File: config.mk
export PLATFORM = sky130hd
export DESIGN_NAME = clock_period_meter
export DESIGN_NICKNAME = d
export VERILOG_FILES = /design/src/rtl/clock_period_meter_pkg.sv /design/src/rtl/clock_period_meter_sync_edge_detect.sv /design/src/rtl/clock_period_meter.sv
export SDC_FILE = /design/constraint.sdc
export NUM_CORES = 1
export LEC_CHECK = 0
export CAP_MARGIN = 25
export CORE_ASPECT_RATIO = 0.75
export CORE_MARGIN = 2
export CORE_UTILIZATION = 50
export CTS_CLUSTER_DIAMETER = 200
export CTS_CLUSTER_SIZE = 12
export DETAILED_ROUTE_END_ITERATION = 6
export PLACE_DENSITY = 0.77
export SYNTH_ARGS = -nofsm -noshare
export SYNTH_HDL_FRONTEND = slang
export SYNTH_SLANG_ARGS = --single-unit
File: constraint.sdc
create_clock -name i_clk -period 3 [get_ports i_clk]
set_input_delay 0.6 -clock i_clk [delete_from_list [all_inputs] [get_ports i_clk]]
set_output_delay 0.6 -clock i_clk [all_outputs]
set_load 0.005 [all_outputs]
File: src/rtl/clock_period_meter_pkg.sv
// Shared types and defaults for the clock period meter: FSM state encoding,
// default parameter values and the counter width helper.
package clock_period_meter_pkg;

   typedef enum logic {
      IDLE    = 1'b0,
      MEASURE = 1'b1
   } state_t;

   localparam int DEF_MAX_PERIOD  = 1024;
   localparam int DEF_SYNC_STAGES = 2;
   localparam int DEF_LOCK_COUNT  = 4;
   localparam int DEF_TOL         = 1;

   // Width that can hold every count from 0 up to and including max_period.
   function automatic int calc_pw(input int max_period);
      return $clog2(max_period + 1);
   endfunction

endpackage

File: src/rtl/clock_period_meter_sync_edge_detect.sv
// Multi-flop synchroniser for an asynchronous input followed by an edge
// register; emits registered one-cycle rise/fall strobes SYNC_STAGES+1 cycles late.
module sync_edge_detect
   import clock_period_meter_pkg::*;
#(
   parameter int SYNC_STAGES = DEF_SYNC_STAGES
) (
   input  logic i_clk,
   input  logic i_rst,
   input  logic i_sig,
   output logic o_rise,
   output logic o_fall
);

   logic [SYNC_STAGES-1:0] sync_q;
   logic                   edge_q;
   logic                   sync_s;

   assign sync_s = sync_q[SYNC_STAGES-1];

   always_ff @(posedge i_clk) begin
      if (!i_rst) begin
         sync_q <= '0;
         edge_q <= 1'b0;
         o_rise <= 1'b0;
         o_fall <= 1'b0;
      end else begin
         // NOTE: non-blocking so every stage samples its neighbour's old value.
         sync_q <= {sync_q[SYNC_STAGES-2:0], i_sig};
         edge_q <= sync_s;
         o_rise <= sync_s & ~edge_q;
         o_fall <= ~sync_s & edge_q;
      end
   end

endmodule

File: src/rtl/clock_period_meter.sv
// Measures rise-to-rise period and high time of a slow async signal in i_clk
// cycles, with lock and timeout. Define CLOCK_PERIOD_METER_DUTY_EN to build o_high.
module clock_period_meter
   import clock_period_meter_pkg::*;
#(
   parameter  int MAX_PERIOD  = DEF_MAX_PERIOD,
   parameter  int SYNC_STAGES = DEF_SYNC_STAGES,
   parameter  int LOCK_COUNT  = DEF_LOCK_COUNT,
   parameter  int TOL         = DEF_TOL,
   localparam int PW          = calc_pw(MAX_PERIOD)
) (
   input  logic          i_clk,
   input  logic          i_rst,
   input  logic          i_sig,
   output logic          o_rise,
   output logic          o_fall,
   output logic [PW-1:0] o_period,
   output logic [PW-1:0] o_high,
   output logic          o_valid,
   output logic          o_locked,
   output logic          o_timeout
);

   localparam int MW = $clog2(LOCK_COUNT + 1);

   state_t        state_q, state_d;
   logic [PW-1:0] cnt;
   logic [PW-1:0] prev_period;
   logic          have_prev;
   logic [MW-1:0] match_cnt, match_next;
   logic [PW:0]   diff;
   logic          is_match;
   logic          do_valid, do_timeout;

   sync_edge_detect #(.SYNC_STAGES(SYNC_STAGES)) u_sync (
      .i_clk  (i_clk),
      .i_rst  (i_rst),
      .i_sig  (i_sig),
      .o_rise (o_rise),
      .o_fall (o_fall)
   );

   always_ff @(posedge i_clk) begin
      if (!i_rst) state_q <= IDLE;
      else        state_q <= state_d;
   end

   always_comb begin
      // NOTE: defaults first so no path through the case infers a latch.
      state_d    = state_q;
      do_valid   = 1'b0;
      do_timeout = 1'b0;
      case (state_q)
         IDLE: begin
            if (o_rise) state_d = MEASURE;
         end
         MEASURE: begin
            if (o_rise) begin
               do_valid = 1'b1;
            end else if (cnt == PW'(MAX_PERIOD)) begin
               do_timeout = 1'b1;
               state_d    = IDLE;
            end
         end
         default: state_d = IDLE;
      endcase
   end

   // One extra bit so the unsigned difference never wraps.
   always_comb begin
      if (cnt >= prev_period) diff = {1'b0, cnt} - {1'b0, prev_period};
      else                    diff = {1'b0, prev_period} - {1'b0, cnt};
      is_match = have_prev && (diff <= (PW+1)'(TOL));
      if (!is_match)                         match_next = '0;
      else if (match_cnt == MW'(LOCK_COUNT)) match_next = match_cnt;
      else                                   match_next = match_cnt + 1'b1;
   end

   always_ff @(posedge i_clk) begin
      if (!i_rst)                        cnt <= '0;
      else if (o_rise)                   cnt <= PW'(1);
      else if (cnt != PW'(MAX_PERIOD))   cnt <= cnt + 1'b1;
   end

   always_ff @(posedge i_clk) begin
      if (!i_rst) begin
         o_period    <= '0;
         o_valid     <= 1'b0;
         o_locked    <= 1'b0;
         o_timeout   <= 1'b0;
         prev_period <= '0;
         have_prev   <= 1'b0;
         match_cnt   <= '0;
      end else begin
         o_valid <= do_valid;
         if (o_rise) o_timeout <= 1'b0;
         if (do_valid) begin
            o_period    <= cnt;
            prev_period <= cnt;
            have_prev   <= 1'b1;
            match_cnt   <= match_next;
            o_locked    <= (match_next == MW'(LOCK_COUNT));
         end
         // Signal stopped: forget history so the next valid starts a fresh lock.
         if (do_timeout) begin
            o_timeout <= 1'b1;
            o_locked  <= 1'b0;
            match_cnt <= '0;
            have_prev <= 1'b0;
         end
      end
   end

`ifdef CLOCK_PERIOD_METER_DUTY_EN
   logic [PW-1:0] hi_cnt;

   always_ff @(posedge i_clk) begin
      if (!i_rst) begin
         hi_cnt <= '0;
         o_high <= '0;
      end else begin
         if (state_q == MEASURE && o_fall) hi_cnt <= cnt;
         if (do_valid)                     o_high <= hi_cnt;
      end
   end
`else
   assign o_high = '0;
`endif

endmodule
Word-level counts from Yosys, hierarchy flattened. Cells that the tools add are included.

Register bits: 35. Latch bits: 0. Bits in writable memories: 0. Memory bits (read-only): 0. Input port bits: 3. Output and inout port bits: 27. Logic and storage cells: 49. Memories kept: 0.

$add $sub $neg: 4. $mul: 0. Divide/modulo/power cells: 0. Order comparisons: 2. Eq/ne operators: 4. Shift-type cells: 0. Muxes and demuxes: 15. Bitwise logic cells: 6. Reductions and logical operators: 5.

Operators by type and width (number): 11-bit by 11-bit subtractor with 12-bit output (2); 12-bit by 1-bit <= comparator with 1-bit output, second input constant (1); 12-bit 2-to-1 mux (1); 11-bit by 1-bit adder with 11-bit output, second input constant (1); 11-bit equality test, second input constant (1); 11-bit greater-or-equal comparator (1); 1-bit 2-to-1 mux (11); 11-bit != test, second input constant (1); 3-bit equality test, second input constant (2); 3-bit 2-to-1 mux (2); 1-bit NOT (4); 2-bit nonzero test (2); 2-bit OR reduction (2); 3-bit by 1-bit adder with 3-bit output, second input constant (1); 1-bit AND (2); 1-bit one-hot mux with 2 select lines (1); 1-bit logical AND (1).

Depth between registers and ports, before layout.
Depth after elaboration: 6. Gate-level depth with buffers: 13. Mapped depth without buffers: 13.

By module. A second synthesis with hierarchy kept.

Cells, all modules: 357. Area total of the unflattened synthesis: 2813.9 um^2.

By module, submodules not included: clock_period_meter (times used 1, cells each 347, area each 2673.8 um^2); sync_edge_detect (times used 1, cells each 10, area each 140.1 um^2).

Worst setup path after synthesis. OpenSTA, ideal clock, no wires.

Kind: reg2reg. Start: reg cnt[0]. End: reg o_locked. Setup time: 0.133 ns. Arrival: 2.794 ns. Data required time: 2.867 ns. Setup slack: 0.073 ns. Cell stages (with the launch flop): 14. Buffers on the path: 0. Period minus slack after synthesis: 2.927 ns. Path through: dfxtp_1 -> inv_1 -> ha_1 -> inv_1 -> fa_1 -> nand3_1 -> a31oi_1 -> o31ai_2 -> mux2_1 -> and2_1 -> a211oi_1 -> nor4_4 -> a22oi_1 -> nor2_1.

Cells in the longest elaborated chain, start to end: 6. Elaborated cells on any way between the ends: 13.

Ends and longest elaborated chain: start, declared (line clock_period_meter.sv:27) `logic [PW-1:0] cnt;`; start signal, assigned (line clock_period_meter.sv:82) `else if (cnt != PW'(MAX_PERIOD)) cnt <= cnt + 1'b1;`; 11-bit by 11-bit subtractor with 12-bit output (tied with other cells) (line clock_period_meter.sv:72) `else diff = {1'b0, prev_period} - {1'b0, cnt};`; 12-bit 2-to-1 mux (line clock_period_meter.sv:71) `if (cnt >= prev_period) diff = {1'b0, cnt} - {1'b0, prev_period};`; 12-bit by 1-bit <= comparator with 1-bit output (line clock_period_meter.sv:73) `is_match = have_prev && (diff <= (PW+1)'(TOL));`; 1-bit logical AND (line clock_period_meter.sv:73); 3-bit 2-to-1 mux (line clock_period_meter.sv:74) `if (!is_match) match_next = '0;`; 3-bit equality test (line clock_period_meter.sv:102) `o_locked <= (match_next == MW'(LOCK_COUNT));`; end signal, assigned (line clock_period_meter.sv:102); end, declared (line clock_period_meter.sv:20) `output logic o_locked,`.

Several ways; a longest one is shown, not always the timed one. A chain may end at the register's enable or synchronous reset.

Worst setup path after layout.
Start: reg prev_period[2]. End: reg match_cnt[1].

Cells in the longest elaborated chain, start to end: 5. Elaborated cells on any way between the ends: 7.

Ends and longest elaborated chain: start, declared (line clock_period_meter.sv:28) `logic [PW-1:0] prev_period;`; start signal, assigned (line clock_period_meter.sv:99) `prev_period <= cnt;`; 11-bit by 11-bit subtractor with 12-bit output (tied with other cells) (line clock_period_meter.sv:72); 12-bit 2-to-1 mux (*) (line clock_period_meter.sv:71); 12-bit by 1-bit <= comparator with 1-bit output (*) (line clock_period_meter.sv:73); 1-bit logical AND (*) (line clock_period_meter.sv:73); 3-bit 2-to-1 mux (*) (line clock_period_meter.sv:74); end signal, assigned (line clock_period_meter.sv:101) `match_cnt <= match_next;`; end, declared (line clock_period_meter.sv:30) `logic [MW-1:0] match_cnt, match_next;`.

Mark *: on every way between the ends. The rest lies on a longest branch, timed or not.

==> flow_summary.toml <==
[route]
detail_route.first_pass.iterations = 5
post_drt_via_cell_ratio = 5.51
detail_route.iter0.violations = 206
drcViolationCount = 0
drtAntennaViolNets = 0
avgRoutedWirePerCell_um = 15.7
dr_total_vias = 2546
total_wire_length_after_detailed_routing_mm = 7.25

[power]
worst_ir_drop_vdd_mv = 0.265
power_per_cell_area_mw_per_mm2 = 336
power_leakage_nw = 1.36
finalPower_mw = 1.15

[timing]
transition_at_the_pin_with_the_smallest_max_transition_slack_ns = 0.847
max_slew_margin_pct = 42.9
finalSetupTns_ns = 0
min_setup_slack_post_route_ns = 0.109
final_worst_path_period_need_ns = 2.89
fin_crit_sh_pct = 96.4
hold_slack_ns = 0.417
final-max-slew-violation-count = 0
final-setup-viol-count = 0
report.final.hold_viol_count = 0
highest_clock_frequency_the_design_can_meet_mhz = 346
clock-skew-final_ns = 0.00755
rsz0062_at_grt = "yes"

[hold_path]
worst_hold_path_type = "reg -> reg"

[global_route]
grt_pass1_wl_mm = 10.7
vias_in_the_first_global_route = 2211
grt_antenna_before_repair = 0
grt_start_max_net_pins = 17
gr-usage-all-layers_pct = 23.3
grt_overflow = 0

[setup_path]
worstSetupPathType = "reg -> reg"
cp-endpoint = "match_cnt[1]"
crit_path_max_fanout = 5
rrSetupSlack_ns = 0.11
startpoint_type = "flip-flop"
worst_reg2reg_path_depth = 12
timing.critical_path.slowest_cell_delay_ns = 0.39
startpoint = "prev_period[2]"
cp_slowest_cell = "dfxtp_1"
timing.critical_path.to_type = "flip-flop"
worst-endpoint-required_ns = 3.23
critical_path_cell_by_cell = "inv_1 > ha_2 > buf_4 > o211a_1 > o31a_1 > o2111ai_1 > a21oi_1 > o2111a_1 > a211oi_2 > nor4_4 > nand3_1 > a21oi_2"
worst_r2r_endpoint = "match_cnt[1]"
reg2reg_from = "prev_period[2]"
worstPathArrival_ns = 3.13

[placement]
gpl.final_weighted_congestion = 0.947
dpl_worst_slack_ns = -0.0526
dp_hpwl_mm = 5.14
numPortBuffers = 18
placedCellCount = 446
postPlaceCellArea_mm2 = 0.00305

[clocking]
clock_sink_count = 35
htreeDepth = 2
worst_skew_pair.late_latency_ns = 0.30
cts_hold_buffers = 0
cts_tree = "built"
clock_tree.root_cell = "clkbuf_8"
clk_pin_slew_ns = 0.08
cts_max_path_buffers = 2
tritoncts.num_buffers = 5

[logic_synthesis]
average_cell_area_after_synthesis_um2 = 7.86
synthesis.instances = 340
synth_area_leader_cell = "dfxtp_1"
synth_area_leaders = "dfxtp_1, ha_1, nand2_1"
synth_seq_area_share_pct = 26.2
synth.ff_latch_count = 35
ys_warn_count = 0
asyncSetResetFlopFracSynth_pct = 0
synthesis.area_mm2 = 0.00267
ys_dominant_reg_cell = "dfxtp_1"
synth_largest_type_area_fraction_pct = 26.2
synth.distinct_cells = 54
number_of_flops_mapped_to_enable_cells_by_yosys = 0

[run_status]
run_status = "finished, final reports clean"

[die]
placeableCoreArea_mm2 = 0.00524
die_w_um = 88.4
pin_count = 30
die-area_mm2 = 0.00595
dieHeight_um = 67.3
rows = 23
initial_core_util_pct = 51.0

[layout]
num-nets-final = 417
flow.area_growth_from_synthesis_pct = 27.6
final_cell_mix = "nand2_1, buf_4, dfxtp_1, inv_1"
layout.core_utilization_pct = 65.1
drive_above_1_share_pct = 22.5
layout.cell_area.non_filler_mm2 = 0.00341
finish.cell_count_without_fillers = 462
commonest_non_fill_non_tap_cell_in_the_layout = "nand2_1"
diodes = 0

[flow_run]
max_cap_violations = 0
==> cells by family after synthesis <==
logic type               Yosys count  share of synthesized area, %
AND/OR/NAND/NOR                  119                          21.9
flip-flops                        35                          26.2
adder cells (fa/ha/maj)           28                          13.7
AO/OA/AOI/OAI                     83                          21.5
buffers and inverters             54                          9.32
other                              1                         0.140
XOR/XNOR                          13                          4.26
multiplexers                       7                          2.95
==> worst max-delay path, delay by kind of cell (launching register included) <==
| family | cells | cell delay [ns] |
|---|---|---|
| simple gates | 2 | 0.52 |
| compound gates | 7 | 1.28 |
| fa+ha+maj | 1 | 0.39 |
| flops | 1 | 0.39 |
| buf+inv | 2 | 0.24 |
==> Yosys cell counts, types with 6 or more instances <==
cell type  instances
a21boi_0          11
dfxtp_1           35
and2_1             6
inv_1             30
clkbuf_1           9
nor2b_1            7
a21oi_1           21
o21a_1             7
o21ai_0            8
nor2_1            23
xnor2_1           11
ha_1              26
nand2_1           43
nand3_1           12
buf_4             11
==> registers in the layout, indices dropped and copies added (netlist names) <==
register and count:
cnt 11, have_prev 1, match_cnt 3, o_locked 1
o_timeout 1, o_valid 1, prev_period 11, state_q 1
u_sync.edge_q 1, u_sync.o_fall 1, u_sync.o_rise 1, u_sync.sync_q 2
==> worst min-delay path by stage <==
stage / from / cells past startpoint / to / slack, ns
floorplan: u_sync.edge_q / 1 / u_sync.o_rise / 0.38
global placement: u_sync.edge_q / 1 / u_sync.o_rise / 0.40
detailed placement: u_sync.edge_q / 1 / u_sync.o_rise / 0.40
CTS: u_sync.edge_q / 1 / u_sync.o_rise / 0.42
global route: u_sync.edge_q / 1 / u_sync.o_rise / 0.43
finish: u_sync.edge_q / 1 / u_sync.o_rise / 0.42
==> power by group <==
group          leakage (nW)  internal [mW]  switching [mW]  total (mW)
combinational          1.02          0.103           0.112       0.216
clock                0.0587          0.252           0.200       0.452
sequential            0.285          0.471         0.00708       0.478
==> per-layer routing <==
| metal | up-vias | part of all wire (%) | GRT usage [%] |
|---|---|---|---|
| met3 | 10 | 7.1 | 4.28 |
| li1 | 1241 | - | - |
| met5 | - | 0 | 0 |
| met4 | 0 | 1.2 | 6.25 |
| met1 | 1185 | 47 | 34.6 |
| met2 | 110 | 44 | 34.7 |
==> cell type report <==
cell class                 count  area [µm²]
clock inverter                 3        47.5
fill                         439        1830
timing repair buffer          53         447
sequential                    35         706
inverter                      30         113
multi-input combinational    261        1930
clock buffer                   5        68.8
tap                           75        93.8
==> repair_timing <==
item | 4_1_cts | 5_1_grt
endpoints found under the hold margin | 0 | 0
setup buffers | 3 | 5
setup endpoints to repair | 3 | 4
pin swaps | 5 | 21
gates resized for setup | 5 | 38
Note: power is estimated with default switching activity, not from simulation.
